**src/rtl/s3_switch_debouncer.sv**
```systemverilog
// ---------------------------------------------------------------------------
// s3_switch_debouncer
//
// Conditions the raw slide-switch / push-button pins of the Spartan-3 board.
// Each bit is synchronised into clk with two flops, then filtered: a new level
// is accepted only after it has been seen for STABLE_CYCLES consecutive
// cycles. Accepting a new level produces a one-cycle rise or fall strobe.
//
// Ports:
//   clk     : system clock, all state on its rising edge
//   rst     : asynchronous, active-high reset
//   sw      : raw board pins, asynchronous to clk
//   sw_db   : debounced level per bit (registered)
//   rise    : one-cycle strobe per bit when sw_db goes 0->1 (registered)
//   fall    : one-cycle strobe per bit when sw_db goes 1->0 (registered)
//   changed : OR of all rise and fall bits, same cycle (registered)
// ---------------------------------------------------------------------------
module s3_switch_debouncer #(
    parameter int WIDTH         = 8,
    parameter int STABLE_CYCLES = 500000,
    parameter int CNT_W         = 19
) (
    input  logic             clk,
    input  logic             rst,
    input  logic [WIDTH-1:0] sw,
    output logic [WIDTH-1:0] sw_db,
    output logic [WIDTH-1:0] rise,
    output logic [WIDTH-1:0] fall,
    output logic             changed
);

    // Terminal count: the cycle on which a differing level has persisted long
    // enough. The counter never goes beyond this, so it cannot wrap.
    localparam logic [CNT_W-1:0] CNT_MAX = CNT_W'(STABLE_CYCLES - 1);
    localparam logic [CNT_W-1:0] CNT_ONE = {{(CNT_W-1){1'b0}}, 1'b1};

    logic [WIDTH-1:0] s1_r;
    logic [WIDTH-1:0] s2_r;
    logic [CNT_W-1:0] cnt_r     [WIDTH];
    logic [CNT_W-1:0] cnt_nxt_s [WIDTH];
    logic [WIDTH-1:0] db_nxt_s;
    logic [WIDTH-1:0] rise_nxt_s;
    logic [WIDTH-1:0] fall_nxt_s;
    logic             changed_nxt_s;

    // Two-flop synchroniser; s2_r is the only consumer-visible copy of sw.
    always_ff @(posedge clk or posedge rst) begin
        if (rst) begin
            s1_r <= {WIDTH{1'b0}};
            s2_r <= {WIDTH{1'b0}};
        end else begin
            s1_r <= sw;
            s2_r <= s1_r;
        end
    end

    // Per-bit stability filter: count cycles where the synchronised level
    // differs from the accepted one; any agreeing cycle restarts the count.
    always_comb begin
        db_nxt_s   = sw_db;
        rise_nxt_s = {WIDTH{1'b0}};
        fall_nxt_s = {WIDTH{1'b0}};
        for (int i = 0; i < WIDTH; i++) begin
            cnt_nxt_s[i] = cnt_r[i];
            if (s2_r[i] == sw_db[i]) begin
                cnt_nxt_s[i] = {CNT_W{1'b0}};
            end else if (cnt_r[i] >= CNT_MAX) begin
                // Level has held for the full period: accept it and strobe.
                cnt_nxt_s[i]  = {CNT_W{1'b0}};
                db_nxt_s[i]   = s2_r[i];
                rise_nxt_s[i] = s2_r[i];
                fall_nxt_s[i] = ~s2_r[i];
            end else begin
                cnt_nxt_s[i] = cnt_r[i] + CNT_ONE;
            end
        end
        changed_nxt_s = |(rise_nxt_s | fall_nxt_s);
    end

    // Counter and output registers; reset discards any pending transition.
    always_ff @(posedge clk or posedge rst) begin
        if (rst) begin
            for (int i = 0; i < WIDTH; i++) begin
                cnt_r[i] <= {CNT_W{1'b0}};
            end
            sw_db   <= {WIDTH{1'b0}};
            rise    <= {WIDTH{1'b0}};
            fall    <= {WIDTH{1'b0}};
            changed <= 1'b0;
        end else begin
            for (int i = 0; i < WIDTH; i++) begin
                cnt_r[i] <= cnt_nxt_s[i];
            end
            sw_db   <= db_nxt_s;
            rise    <= rise_nxt_s;
            fall    <= fall_nxt_s;
            changed <= changed_nxt_s;
        end
    end

endmodule

```
**config.mk**
```make
export PLATFORM = sky130hd
export DESIGN_NAME = s3_switch_debouncer
export DESIGN_NICKNAME = d
export VERILOG_FILES = /design/src/rtl/s3_switch_debouncer.sv
export SDC_FILE = /design/constraint.sdc
export NUM_CORES = 1
export LEC_CHECK = 0
export BUFFER_PORTS_ARGS = -buffer_cell sky130_fd_sc_hd__buf_4
export CELL_PAD_IN_SITES_DETAIL_PLACEMENT = 0
export CELL_PAD_IN_SITES_GLOBAL_PLACEMENT = 1
export CORE_ASPECT_RATIO = 0.9
export CORE_MARGIN = 2
export CORE_UTILIZATION = 46
export CTS_BUF_LIST = sky130_fd_sc_hd__clkbuf_4
export DETAILED_ROUTE_END_ITERATION = 7
export MAX_ROUTING_LAYER = met4
export PLACE_DENSITY_LB_ADDON = 0.1
export SYNTH_ARGS = -nofsm -noshare
export SYNTH_HDL_FRONTEND = slang
export SYNTH_SLANG_ARGS = --single-unit
export TNS_END_PERCENT = 30
```
**constraint.sdc**
```tcl
create_clock -name clk -period 5.3 [get_ports clk]
set_input_delay 0 -clock clk [delete_from_list [all_inputs] [get_ports clk]]
set_output_delay 0 -clock clk [all_outputs]
set_load 0.02 [all_outputs]
```
==> results.md, run 1 <==
- H-tree levels: 4
- Clk slew on worst S/H paths: roughly 0.16 ns
- Io pins: 35
- FF-to-FF End: cnt_r[125]
- Synthesized net count: about 900
- Synth Flop Type: dfrtp_1
- Core Rows: 48
- Synth unique cells: 55
- Post-Route Skew: 0.0225 ns
- Number of synthesized flops with an enable pin: 0
- DR WL/cell: 14.2 um
- Synth Area per Inst: approximately 10 sq um
- RR Startpoint: cnt_r[123]
- Die area: 0.0204 sq mm
- Initial antenna violation count: 1
- Relative slew slack: 0.386
- Most common cell after layout, fill and taps aside: dfrtp_1
- DR vias: roughly 6100
- Register area share after synthesis: 0.545
- Required time of the critical path: 5.71 ns
- Sw power: 610 uW
- Drt first pass iters: 5
- HPWL after DPL: approximately 12000 um
- Clock Latency Late Sink: 0.56 ns
- Worst-Margin Slew: roughly 0.92 ns
- I/O Buffers: 34
- Fillers: ~1700
- Arrival time worst endpoint: 3.03 ns
- Post-route ant nets: 0
- Post-DP Area: 0.00938 sq mm
- Reg2Reg Depth: 6
- Maxcap violations: 0
- Minimum clock period: 2.62 ns
- Vias in the first global route: between 5000 and 6000
- Layout cells sized above 1: 0.0884
- Switching part of the total power: 0.261
- Number of CTS-inserted buffers: 17
- GP Congestion: 0.809
- Die height: 136 um
- Synth-to-layout area growth: 9.92%
- Drt initial violations: 259
- RSZ-0062 raised after global routing: no
- Async S/R FF share, synth: 1.00
- Maximum vdd drop: ~140 uV
- Synth Register Bits: 193
- Post-route cell area: between 0.009 and 0.01 sq mm
- Yosys warns: 0
- Global-route wire length before repair: 28700 um
- Post-CTS Setup Inserts: 0
- Commonest cells after routing, fill and taps aside: dfrtp_1, nor2_1, xnor2_1
- Clock power share: 0.314
- Setup violations, final: 0
- Hold Crit Class: in -> async
- Int Power: between 1.5 and 2 mW
- Remaining Overflow, GRT: 0
- Die Wd: 150 um
- Total wire length: between 15000 and 20000 um
- Pwr Density: ~240 mW/mm^2
- CTS tree: yes
- Net count reported at finish: 933
- Core Util, Final: 0.511
- Critical path type: reg -> reg
- Cell Area, Synth: 0.00886 sq mm
- Final Hold Viols: 0
- Register-to-register setup slack: 2.68 ns
- Synth Instances: 867
- Leakage: 4.31 nW
- CTS Root Cell: clkbuf_4
- Worst hold margin: 0.0780 ns
- Outcome: complete, no violations
- Core ar.: 0.0190 sq mm
- Clk sinks: 193
- Flop pwr share: 0.647
- Total track usage: 0.181
- Worst setup SP type: flop
- Combinational fraction of design power: 0.039
- Starting Density: 0.465
- Maximum operating frequency: 382 MHz
- Fin Setup TNS: 0 ns
- CTS Buffer Depth: 2
- Crit path capture type: flop
- Max-slew violation count: 0
- CP Max Fanout: 19
- DRC Markers: 0
- Fin crit share: 0.493
- DR vias/cell: 5.16
- Largest net degree at the start of global routing: about 130
[power by group through the flow]
stage	Combinational, mW	Sequential, mW	Clock, mW
after global placement	0.0862	1.54	0
after detailed placement	0.0891	1.54	0
after floorplan	0.0647	1.54	0
final	0.0906	1.51	0.734
after CTS	0.0947	1.52	0.779
after global routing	0.106	1.52	0.839
[cells in the mapped netlist, drive strengths merged (3+ instances only)]
library cell	n	area [sq um]
and3b	6	52.6
o211ai	4	30.0
a21oi	11	55.1
clkbuf	12	45.0
inv	19	71.3
o21ai	8	40.0
a211o	3	27.5
dfrtp	193	4830
nor3b	11	82.6
nand3	55	275
buf	3	15.0
nor4b	4	35.0
and2	6	37.5
nand2	52	211
or2	9	56.3
xnor2	69	604
nand4	23	144
ha	8	100
and4	11	96.3
nand2b	5	31.3
xor2	68	596
and3	25	156
a21o	4	31.3
mux2	8	90.1
or4	7	56.3
nor3	17	85.1
a31oi	6	37.5
nor2	192	721
or3	4	25.0
nor2b	3	18.8
[worst max-delay path by stage]
stage | startpoint | endpoint | slack (ns) | cells past startpoint
floorplan | rst | changed | 0.04 | 1
global placement | cnt_r[123] | cnt_r[119] | 2.80 | 6
detailed placement | cnt_r[123] | cnt_r[121] | 2.72 | 6
CTS | cnt_r[123] | cnt_r[125] | 2.69 | 6
global route | cnt_r[123] | cnt_r[125] | 2.49 | 6
finish | cnt_r[123] | cnt_r[125] | 2.68 | 6
[sequential cells by signal, summed over array words and instances (netlist names)]
signal / cells
cnt_r: 152
sw_db: 8
changed: 1
fall: 8
s2_r: 8
rise: 8
s1_r: 8
[worst max-delay path: stages, from the launching register on]
cell and delay (ns):
dfrtp_1 0.45, or4_1 0.56, o41ai_1 0.34, a21oi_1 0.15, a21oi_1 0.28, nand2b_1 0.60
nor2_1 0.11
[logic make-up after synthesis]
logic type	count (synthesis)	synth area share
xor+xnor	137	0.135
mux	8	0.0102
compound gates	52	0.0430
fa+ha+maj	8	0.0113
buf+inv	34	0.0148
simple gates	435	0.240
flops	193	0.545
[cell type report]
type	instances	area (sq um)	area share
sequential	193	4830	0.496
multi-input combinational	640	3890	0.400
timing repair buffer	44	353	0.0362
tap	250	313	0.0321
clock buffer	18	135	0.0139
clock inverter	14	125	0.0129
inverter	19	78.8	0.00810
antenna	2	5.00	0.000514
[layer usage]
metal	track usage	part of all wire
met1	0.242	0.49
met2	0.282	0.47
met3	0.0428	0.028
met4	0.0419	0.010
met5	-	0
[timing repair]
| item | 4_1_cts | 5_1_grt |
|---|---|---|
| hold buffers | 9 | 0 |
| hold endpoints to repair | 135 | 0 |
| resized for setup | 0 | 0 |
[stage by stage]
step	instances	power (mW)	worst slack, ns
floorplan	867	1.60	0.0445
global placement	1137	1.63	2.80
detailed placement	1137	1.63	2.72
CTS	1178	2.39	2.69
global route	1180	2.46	2.49
finish	1180	2.34	2.68
Power figures use the tool's default switching activity.
==> inputs of run 2 (changes only) <==
Clock period 5.3 ns to 2.3 ns, I/O delays scaled along.
==> results.md, run 2 (synthesized netlist as in run 1, its figures left out) <==
- Die height: roughly 140 um
- Crit path buffers/inverters: 0
- Combinational fraction of design power: 0.045
- Max reg flops: 152
- Leakage: 4.68 nW
- CP peak stage delay: ~0.52 ns
- Post-route ant nets: 0
- CTS Root Cell: clkbuf_4
- Arrival time worst endpoint: 2.81 ns
- Outcome: finished with violations
- CTS tree: yes
- Sw power: 1.36 mW
- Worst-Margin Slew: between 0.6 and 0.7 ns
- Io pins: 35
- Setup violations, final: 1
- Total track usage: 0.187
- HPWL after DPL: 12300 um
- Clk sinks: 193
- Core ar.: 0.0190 sq mm
- Int Power: 4.31 mW
- Fin crit share: 1.04
- Crit path launch: cnt_r[7]
- Required time of the critical path: roughly 2.7 ns
- Largest net degree at the start of global routing: 72
- Synth-to-layout area growth: 16.7%
- FF-to-FF End: changed
- Post-Route Skew: approximately 0.026 ns
- Commonest cells after routing, fill and taps aside: nor2_1, dfrtp_1, buf_4
- Starting Density: 0.465
- Power Total: approximately 5.7 mW
- Drt initial violations: 352
- Clock power share: 0.340
- Fillers: 1665
- Maximum vdd drop: 392 uV
- Die Wd: 150 um
- Register-to-register setup slack: -0.09 ns
- Relative slew slack: 0.582
- GP Congestion: 0.867
- Maximum operating frequency: 419 MHz
- Total wire length: 17300 um
- Pwr Density: 549 mW/mm^2
- Slowest-stage cell, CP: or4_4
- RSZ-0062 raised after global routing: yes
- Maxcap violations: 0
- DR WL/cell: about 14 um
- Dpl cells: 1190
- RR Startpoint: cnt_r[7]
- Most flops, register: cnt_r
- Critical path type: reg -> reg
- Final Hold Viols: 0
- Fin Setup TNS: -0.0882 ns
- Die area: 0.0204 sq mm
- Max-slew violation count: 0
- CTS Buffer Depth: 2
- Global-route wire length before repair: 29900 um
- Final setup margin: -0.0882 ns
- Hold Crit Class: in -> async
- I/O Buffers: 34
- Top delay family on crit path: simple AND/OR/NAND/NOR gates
- Vias in the first global route: 6352
- Flop pwr share: 0.614
- Switching part of the total power: 0.240
- H-tree levels: 4
- Most frequent CP cell: or4_1
- Final non-filler cell total: 1235
- Reg2Reg Depth: 6
- Worst setup SP type: flop
- Remaining Overflow, GRT: 0
- DR vias/cell: 5.14
- Failing checks: negative setup slack
- Core Rows: 48
- Clock Latency Late Sink: 0.57 ns
- DRC Markers: 0
- Drt first pass iters: 4
- Clk slew on worst S/H paths: about 0.16 ns
- CP Cell Sequence: or4_4 -> a211o_1 -> nand2_2 -> o22ai_2 -> or4_1 -> or4_1
- CP Max Fanout: 2
- Layout cells sized above 1: 0.146
- Number of CTS-inserted buffers: 17
- Crit path capture type: flop
- Initial antenna violation count: 1
- DR vias: roughly 6300
- Minimum clock period: between 2 and 2.5 ns
- Net count reported at finish: approximately 1000
==> run 2: cell count changes in the layout (fill, tap and decap cells not counted), sizes merged <==
cell,delta
dlygate4sd3,+1
bufinv,+3
buf,+56
diode,-1
inv,-4
clkinvlp,-2
clkinv,+2
==> run 2: layer usage <==
layer	vias up	global-route usage	routed length (um)
li1	3145	-	-
met3	15	0.0431	550
met4	0	0.0498	228
met5	-	-	0
met1	3099	0.259	8440
met2	87	0.279	8060
==> run 2: worst max-delay path by stage <==
stage                   end  slack [ns]  cells past startpoint
floorplan           changed       -0.19                      1
global placement    changed       -0.08                      6
detailed placement  changed       -0.10                      6
CTS                 changed       -0.12                      6
global route        changed       -0.17                      6
finish              changed       -0.09                      6
==> run 2: worst register-to-register path: cells and delay by family (launching register included) <==
| kind | cells | cell delay, ns |
|---|---|---|
| simple gates | 4 | 1.50 |
| compound gates | 2 | 0.36 |
| flops | 1 | 0.41 |
==> run 2: power groups by stage <==
stage / logic (mW) / registers, mW / clock network, mW
4_1_cts: 0.266 / 3.49 / 2.01
3_3_place_gp: 0.246 / 3.55 / 0
2_1_floorplan: 0.150 / 3.54 / 0
6_report: 0.257 / 3.49 / 1.93
3_5_place_dp: 0.252 / 3.55 / 0
5_1_grt: 0.296 / 3.50 / 2.16
==> run 2: per-stage QoR <==
step	util	instance area (sq um)	worst slack, ns	hold WS [ns]
CTS	0.541	10300	-0.122	0.0122
global route	0.543	10300	-0.167	0.0146
detailed placement	0.519	9870	-0.102	0.110
floorplan	-	8860	-0.190	0.0314
finish	0.543	10300	-0.0882	0.0559
global placement	0.519	9870	-0.0765	0.109
==> run 2: cell type report <==
| type | count | area (sq um) | share of cell area |
|---|---|---|---|
| Timing Repair Buffer | 101 | 883 | 0.0855 |
| Clock inverter | 13 | 161 | 0.0156 |
| Tap cell | 250 | 313 | 0.0303 |
| Multi-Input combinational cell | 640 | 3930 | 0.381 |
| Inverter | 19 | 75.1 | 0.00726 |
| Antenna cell | 1 | 2.50 | 0.000242 |
| Clock buffer | 18 | 135 | 0.0131 |
| Sequential cell | 193 | 4830 | 0.467 |
==> run 2: timing repair <==
item | in CTS | in global routing
endpoints found under the hold margin | 191 | 1
buffers inserted | 2 | 1
hold buffers | 9 | 1
setup endpoints to repair | 1 | 26
pin swaps | 1 | 6
gates resized for setup | 3 | 5
